## src/rtl/m_queue_pkg.sv

```systemverilog
// Shared element/size types and helpers for the bounded signed-element queue.
package m_queue_pkg;

  localparam int DATA_W      = 32;
  localparam int QUEUE_DEPTH = 8;

  typedef logic signed [DATA_W-1:0]            data_t;
  typedef logic [$clog2(QUEUE_DEPTH+1)-1:0]    size_t;

  function automatic data_t smin(input data_t a, input data_t b);
    return (a < b) ? a : b;
  endfunction

endpackage

```

## src/rtl/m_queue_min_scan.sv

```systemverilog
// Combinational signed minimum over the occupied prefix of an entry array.
// Returns 0 when no entry is occupied.
module m_queue_min_scan
  import m_queue_pkg::*;
#(
  parameter int DEPTH = QUEUE_DEPTH,
  parameter int CNT_W = $clog2(DEPTH+1)
) (
  input  data_t            i_entries [DEPTH],
  input  logic [CNT_W-1:0] i_count,
  output data_t            o_min
);

  data_t w_acc;

  always_comb begin
    w_acc = '0;
    if (i_count != '0) begin
      w_acc = i_entries[0];
      for (int i = 1; i < DEPTH; i++) begin
        if (i < int'(i_count)) w_acc = smin(w_acc, i_entries[i]);
      end
    end
    o_min = w_acc;
  end

endmodule

```

## src/rtl/m_queue_pop_front.sv

```systemverilog
// Bounded signed-element queue with push handshake, valid/ready front pop and
// live size/sum/min statistics. Define QUEUE_SORTED_POP_EN for ascending ordered insertion.
module m_queue_pop_front
  import m_queue_pkg::*;
#(
  parameter int DEPTH = QUEUE_DEPTH
) (
  input  logic                       i_clk,
  input  logic                       i_rst_n,
  input  logic                       i_flush,
  input  logic                       i_push_valid,
  input  logic [DATA_W-1:0]          i_push_data,
  output logic                       o_push_ready,
  output logic                       o_pop_valid,
  output logic [DATA_W-1:0]          o_pop_data,
  input  logic                       i_pop_ready,
  output logic [$clog2(DEPTH+1)-1:0] o_size_out,
  output logic [DATA_W-1:0]          o_sum_out,
  output logic [DATA_W-1:0]          o_min_out
);

  localparam int CNT_W = $clog2(DEPTH+1);

  logic [CNT_W-1:0] r_count;
  data_t            r_entries [DEPTH];
  data_t            r_sum;

  data_t            w_base [DEPTH];
  data_t            w_next [DEPTH];
  data_t            w_push_data;
  data_t            w_min;
  logic             w_push;
  logic             w_pop;
  int               w_base_cnt;

  assign w_push_data  = i_push_data;
  assign o_pop_valid  = (r_count != '0);
  assign o_pop_data   = r_entries[0];
  // A full queue still accepts when the front leaves on the same edge.
  assign o_push_ready = (r_count < CNT_W'(DEPTH)) || (o_pop_valid && i_pop_ready);
  assign w_pop        = o_pop_valid && i_pop_ready;
  assign w_push       = i_push_valid && o_push_ready;
  assign w_base_cnt   = int'(r_count) - (w_pop ? 1 : 0);

  always_comb begin
    for (int i = 0; i < DEPTH; i++) w_base[i] = r_entries[i];
    if (w_pop) begin
      for (int i = 0; i < DEPTH - 1; i++) w_base[i] = r_entries[i + 1];
      w_base[DEPTH - 1] = '0;
    end
  end

`ifdef QUEUE_SORTED_POP_EN
  int w_ins_idx;

  // Insert after every equal-or-smaller element so equal values keep arrival order.
  always_comb begin
    w_ins_idx = 0;
    for (int i = 0; i < DEPTH; i++) begin
      if (i < w_base_cnt && w_base[i] <= w_push_data) w_ins_idx = i + 1;
    end
    for (int i = 0; i < DEPTH; i++) begin
      if (!w_push || i < w_ins_idx) w_next[i] = w_base[i];
      else if (i == w_ins_idx)      w_next[i] = w_push_data;
      else                          w_next[i] = w_base[(i > 0) ? i - 1 : 0];
    end
  end
`else
  always_comb begin
    for (int i = 0; i < DEPTH; i++) w_next[i] = w_base[i];
    if (w_push) begin
      for (int i = 0; i < DEPTH; i++) begin
        if (i == w_base_cnt) w_next[i] = w_push_data;
      end
    end
  end
`endif

  always_ff @(posedge i_clk or negedge i_rst_n) begin
    if (!i_rst_n) begin
      r_count <= '0;
      r_sum   <= '0;
      for (int i = 0; i < DEPTH; i++) r_entries[i] <= '0;
    end else if (i_flush) begin
      r_count <= '0;
      r_sum   <= '0;
      for (int i = 0; i < DEPTH; i++) r_entries[i] <= '0;
    end else begin
      r_entries <= w_next;
      case ({w_push, w_pop})
        2'b10:   r_count <= r_count + CNT_W'(1);
        2'b01:   r_count <= r_count - CNT_W'(1);
        default: r_count <= r_count;
      endcase
      r_sum <= r_sum + (w_push ? w_push_data : '0) - (w_pop ? r_entries[0] : '0);
    end
  end

  m_queue_min_scan #(
    .DEPTH (DEPTH),
    .CNT_W (CNT_W)
  ) u_min_scan (
    .i_entries (r_entries),
    .i_count   (r_count),
    .o_min     (w_min)
  );

  assign o_size_out = r_count;
  assign o_sum_out  = r_sum;
  assign o_min_out  = w_min;

endmodule
```

## config.mk

```make
export PLATFORM = sky130hd
export DESIGN_NAME = m_queue_pop_front
export DESIGN_NICKNAME = d
export VERILOG_FILES = /design/src/rtl/m_queue_pkg.sv /design/src/rtl/m_queue_min_scan.sv /design/src/rtl/m_queue_pop_front.sv
export SDC_FILE = /design/constraint.sdc
export NUM_CORES = 1
export LEC_CHECK = 0
export BUFFER_PORTS_ARGS = -buffer_cell sky130_fd_sc_hd__buf_2
export CAP_MARGIN = 20
export CORE_UTILIZATION = 57
export CTS_CLUSTER_DIAMETER = 150
export DETAILED_ROUTE_END_ITERATION = 10
export GPL_TIMING_DRIVEN = 0
export PLACE_DENSITY = 0.8
export SYNTH_ARGS = -nofsm -noshare
export SYNTH_HDL_FRONTEND = slang
export SYNTH_SLANG_ARGS = --single-unit
```

## constraint.sdc

```tcl
create_clock -name i_clk -period 41.7 [get_ports i_clk]
set_input_delay 8.34 -clock i_clk [delete_from_list [all_inputs] [get_ports i_clk]]
set_output_delay 8.34 -clock i_clk [all_outputs]
set_load 0.01 [all_outputs]
```

==> flow_metrics.env, run 1 <==
export IMPL_status="complete, no violations"
export IMPL_synthTopCellsByArea="dfrtp_1, ha_1, nand2_1, a311oi_1, inv_1"
export IMPL_syn_nets=3584
export IMPL_critPathMostFrequentCell="a21o_1"
export IMPL_hpwl_mm=71.7
export IMPL_gp_congestion=1.02
export IMPL_worst_pin_slew_ps=1300
export IMPL_synthFlopType="dfrtp_1"
export IMPL_postCtsSetupBuffers=0
export IMPL_max_cap_violations=0
export IMPL_synth_area_per_cell_um2=8.01
export IMPL_worst_slack_ps=9920
export IMPL_antenna_found_initial=2
export IMPL_min_period_over_period=0.762
export IMPL_ctsResizeCount=0
export IMPL_fp_dieW_um=216
export IMPL_final_cells=4042
export IMPL_grt_pass1_wl_mm=144
export IMPL_grt_total_usage=0.402
export IMPL_critical_path_class="flip-flop to output pin"
export IMPL_worst_path_buf_inv=12
export IMPL_finalWirelength_mm=94.6
export IMPL_clock_root_buffer="clkbuf_16"
export IMPL_yosysSeqAreaShare=0.280
export IMPL_io_buffers=105
export IMPL_period_needed_ps=31780
export IMPL_maxSlewViolCount=0
export IMPL_critPathMaxFanout=10
export IMPL_routed_via_density=6.40
export IMPL_start_util=0.577
export IMPL_placed_cell_area_um2=27500
export IMPL_rsz0062_at_grt="false"
export IMPL_place_ws_ps=11070
export IMPL_crit_path_end_kind="output pin"
export IMPL_place_inst=3972
export IMPL_cp_start_kind="flip-flop"
export IMPL_grt_max_degree=115
export IMPL_antenna_left=0
export IMPL_dieArea_um2=46700
export IMPL_htreeDepth=2
export IMPL_ctsLongestPathBuffers=3
export IMPL_hold_violations=0
export IMPL_first_global_vias=24400
export IMPL_drc=0
export IMPL_hp_class="flip-flop to flip-flop"
export IMPL_finalSetupViolCount=0
export IMPL_synth_warnings=0
export IMPL_yosysMostFrequentCell="nand2_1"
export IMPL_slowest_delay_ps=690
export IMPL_die_y_um=216
export IMPL_areaGrowthSynthToFinish_pct=10.4
export IMPL_wl_per_cell_um=23.4
export IMPL_synth_top_area_cell="dfrtp_1"
export IMPL_antenna_cells=0
export IMPL_grt_overflow_total=0
export IMPL_rows=78
export IMPL_numCtsBuffers=37
export IMPL_cts_sinks=292
export IMPL_crit_family="compound AO/OA/AOI/OAI gates"
export IMPL_drt_pass1_iter_count=6
export IMPL_crit_slowest_cell="o21ai_0"
export IMPL_arrival_ps=23440
export IMPL_setup_tns_ps=0
export IMPL_ys_ff_latch=292
export IMPL_drive_above_1_share=0.122
export IMPL_fmax_ghz=0.0315
export IMPL_finalClockSkew_ps=30.0
export IMPL_core_area_um2=45300
export IMPL_synth_top_area_frac=0.280
export IMPL_first_iter_violations=2924
export IMPL_postCtsHoldBufs=0
export IMPL_synth_edf_count=0
export IMPL_syn_inst=3262
export IMPL_clkTransAtPathRegs_ps=60
export IMPL_finalNetCount=3738
export IMPL_tritoncts="built"
export IMPL_synthTopCellsByCount="nand2_1, inv_1, nor2_1"
export IMPL_yosysUniqueCellTypes=74
export IMPL_insertion_delay_ps=580
export IMPL_io_pins=139
export IMPL_cp_required_ps=33360
export IMPL_synth_async_reset_ratio=1.00
export IMPL_slew_headroom=0.136
export IMPL_fin_area_um2=28800
export IMPL_synth_area_um2=26100
export IMPL_vias=25900
[kinds of logic after synthesis]
family                     after synthesis  share of synthesized area
muxes                                  124                     0.0577
adders and majority gates              285                      0.145
DFF                                    292                      0.280
AOI/OAI and AO/OA                      696                      0.198
buffers and inverters                  604                     0.0952
and+or+nand+nor                       1229                      0.213
xor gates and xnor gates                32                     0.0107
[sequential cells by signal (all words and copies together) (netlist names)]
signal,flops
o_size_out,4
o_sum_out,32
r_entries,224
o_pop_data,32
[worst reg2reg max path: cells and delay by family, from the launching register on]
kind                       cells  cell delay (ps)
and+or+nand+nor                6             1840
buffers and inverters          3              580
DFF                            1              420
AOI/OAI and AO/OA             12             3060
xor gates and xnor gates       1              160
adders and majority gates      2              830
[path summary, 6_finish.rpt]
| kind | from | slack (ps) | end | cells after the start |
|---|---|---|---|---|
| worst min-delay path | r_entries[212]$_DFF_PN0_ | 570 | o_pop_data[20]$_DFF_PN0_ | 2 |
| worst min register to register | r_entries[212]$_DFF_PN0_ | 570 | o_pop_data[20]$_DFF_PN0_ | 2 |
| min in group asynchronous | i_rst_n | 7760 | o_sum_out[5]$_DFF_PN0_ | 1 |
| worst max register to register | o_size_out[3]$_DFFE_PN0P_ | 34710 | o_sum_out[31]$_DFF_PN0_ | 24 |
| max in group asynchronous | i_rst_n | 32820 | r_entries[127]$_DFF_PN0_ | 2 |
| worst max-delay path | o_pop_data[31]$_DFF_PN0_ | 9920 | o_min_out[0] | 98 |
[per-layer routing]
layer  share of wire  wire (µm)  track usage  vias to the layer above
met5         0.00029         27            0                        -
met4           0.067       6350        0.248                        4
met3            0.12      11200        0.113                      336
met2            0.43      40800        0.600                     1539
met1            0.38      36200        0.514                    12300
li1                -          -            -                    11700
[metrics by stage]
step | hold slack (ps) | utilization
floorplan | 537 | -
global placement | 562 | 0.605
detailed placement | 575 | 0.608
CTS | 579 | 0.635
global route | 601 | 0.637
finish | 573 | 0.637
[cell usage in the layout, fill, tap and decap left out, types with 78 or more instances in the layout]
cell      instances
nand2_1         623
inv_1           331
nor2_1          302
dfrtp_1         292
ha_1            254
a311oi_1        225
clkbuf_1        204
a21oi_1         117
buf_2           115
mux2_2           93
o21ai_0          89
o211ai_1         78
[area by class of cell]
class	count	area, µm²
multi-input cells	2366	16300
clock buffers	53	1100
clock inverters	12	151
flip-flops and latches	292	7310
well taps	600	751
fillers	3914	16400
inverters	331	1240
repair buffers	115	721
plain buffers	273	1240
Power of run 1 is not shown: default switching activity piles up to over one toggle a cycle in this logic, so the estimate is an artifact.
==> inputs of run 2 (changes only) <==
--- a/config.mk
+++ b/config.mk
@@ -11,7 +11,7 @@
 export CTS_CLUSTER_DIAMETER = 150
 export DETAILED_ROUTE_END_ITERATION = 10
 export GPL_TIMING_DRIVEN = 0
-export PLACE_DENSITY = 0.8
+export PLACE_DENSITY = 0.83
 export SYNTH_ARGS = -nofsm -noshare
 export SYNTH_HDL_FRONTEND = slang
 export SYNTH_SLANG_ARGS = --single-unit
==> constraint.sdc (replaced) <==
create_clock -name i_clk -period 26.6 [get_ports i_clk]
set_input_delay 5.32 -clock i_clk [delete_from_list [all_inputs] [get_ports i_clk]]
set_output_delay 5.32 -clock i_clk [all_outputs]
set_load 0.01 [all_outputs]
==> run 2 against run 1 <==
Register-to-register slack worse by 15000 ps. Non-clock buffer count up 53. First-iteration DRC count up 23%. Critical path depth down 1. Final area up 2.4%. Critical path type unchanged. Clock skew down 17 ps.
==> flow_metrics.env, run 2 (synthesis results as in run 1) <==
export IMPL_rows=78
export IMPL_clock_root_buffer="clkbuf_16"
export IMPL_wl_per_cell_um=23.1
export IMPL_maxSlewViolCount=0
export IMPL_core_area_um2=45300
export IMPL_finalNetCount=3791
export IMPL_fin_area_um2=29500
export IMPL_hpwl_mm=69.7
export IMPL_ctsLongestPathBuffers=3
export IMPL_dieArea_um2=46700
export IMPL_min_period_over_period=0.988
export IMPL_cp_required_ps=21280
export IMPL_first_iter_violations=3608
export IMPL_grt_overflow_total=0
export IMPL_place_inst=3970
export IMPL_final_cell_mix="nand2_1, inv_1, nor2_1, dfrtp_1, ha_1"
export IMPL_cts_sinks=292
export IMPL_insertion_delay_ps=570
export IMPL_fmax_ghz=0.0380
export IMPL_final_common_cell="nand2_1"
export IMPL_final_cells=4096
export IMPL_start_util=0.577
export IMPL_routed_via_density=6.50
export IMPL_finalSetupViolCount=0
export IMPL_reg2reg_slack_ps=19370
export IMPL_drc=0
export IMPL_crit_family="compound AO/OA/AOI/OAI gates"
export IMPL_slowest_delay_ps=600
export IMPL_gp_congestion=1.11
export IMPL_fp_dieW_um=216
export IMPL_io_buffers=105
export IMPL_cp_start_kind="flip-flop"
export IMPL_period_needed_ps=26290
export IMPL_critPathMostFrequentCell="a21o_1"
export IMPL_max_cap_violations=0
export IMPL_hp_class="flip-flop to flip-flop"
export IMPL_grt_busiest_layer="met2"
export IMPL_final_core_util=0.652
export IMPL_areaGrowthSynthToFinish_pct=13.0
export IMPL_use_met2=0.577
export IMPL_clkTransAtPathRegs_ps=60
export IMPL_grt_max_degree=120
export IMPL_grt_use_met3=0.107
export IMPL_largest_reg_flops=224
export IMPL_drive_above_1_share=0.152
export IMPL_numCtsBuffers=37
export IMPL_drt_pass1_iter_count=7
export IMPL_first_global_vias=24800
export IMPL_arrival_ps=20970
export IMPL_worst_path_buf_inv=14
export IMPL_postCtsHoldBufs=0
export IMPL_hold_violations=0
export IMPL_tritoncts="built"
export IMPL_status="complete, no violations"
export IMPL_die_y_um=216
export IMPL_critPathMaxFanout=10
export IMPL_vias=26600
export IMPL_critical_path_class="flip-flop to output pin"
export IMPL_met1_usage=0.509
export IMPL_crit_path_end_kind="output pin"
export IMPL_antenna_left=0
export IMPL_finalWirelength_mm=94.5
export IMPL_antenna_found_initial=1
export IMPL_crit_slowest_cell="or4_4"
export IMPL_htreeDepth=2
export IMPL_worst_pin_slew_ps=1260
export IMPL_io_pins=139
export IMPL_grt_total_usage=0.393
export IMPL_grt_pass1_wl_mm=142
export IMPL_finalClockSkew_ps=12.6
export IMPL_regMostFlops="r_entries"
export IMPL_slew_headroom=0.159
export IMPL_setup_tns_ps=0
export IMPL_placed_cell_area_um2=27500
[run 2: cell types whose count changed in the layout (fill, tap and decap cells not counted), sizes merged]
cell | previous run | this run
buf | 191 | 243
clkbuf | 250 | 253
bufinv | 3 | 1
clkinvlp | 2 | 0
inv | 333 | 335
diode | 0 | 1
[run 2: tightest hold or removal path, delay by kind of cell, from the launching register on]
kind,cells,cell delay (ps)
simple gates,1,70
compound gates,1,70
flops,1,390
[run 2: cell type report]
type | instances | area [µm²]
Antenna cell | 1 | 2.50
Buffer | 273 | 1330
Clock buffer | 55 | 1100
Clock inverter | 10 | 93.8
Fill cell | 3698 | 15800
Inverter | 331 | 1240
Multi-Input combinational cell | 2366 | 16600
Sequential cell | 292 | 7320
Tap cell | 600 | 751
Timing Repair Buffer | 168 | 1110
[run 2: path summary, 6_finish.rpt]
path / start / to / depth (start not counted)
setup reg to reg: o_size_out[3]$_DFFE_PN0P_ / o_sum_out[31]$_DFF_PN0_ / 24
min in group asynchronous: i_rst_n / o_sum_out[5]$_DFF_PN0_ / 1
max in group asynchronous: i_rst_n / r_entries[86]$_DFF_PN0_ / 2
hold / removal: r_entries[135]$_DFF_PN0_ / r_entries[167]$_DFF_PN0_ / 2
setup / recovery: r_entries[217]$_DFF_PN0_ / o_min_out[0] / 97
hold reg to reg: r_entries[135]$_DFF_PN0_ / r_entries[167]$_DFF_PN0_ / 2
[run 2: layer usage]
layer,wire [µm],vias up
li1,-,11800
met1,35500,12500
met2,39200,1869
met3,12300,489
met4,7440,0
met5,0,-
[run 2: through the flow]
step	hold WS (ps)	worst slack, ps
floorplan	537	2110
global route	585	-267
CTS	565	18.6
detailed placement	565	-1600
finish	567	315
global placement	562	-1430
[run 2: what timing repair did]
item	4_1_cts	5_1_grt
gates cloned	0	3
pin swaps	7	20
setup endpoints to repair	32	32
resized for setup	37	73
buffers inserted	3	51
Power of run 2 is left out for the same reason.
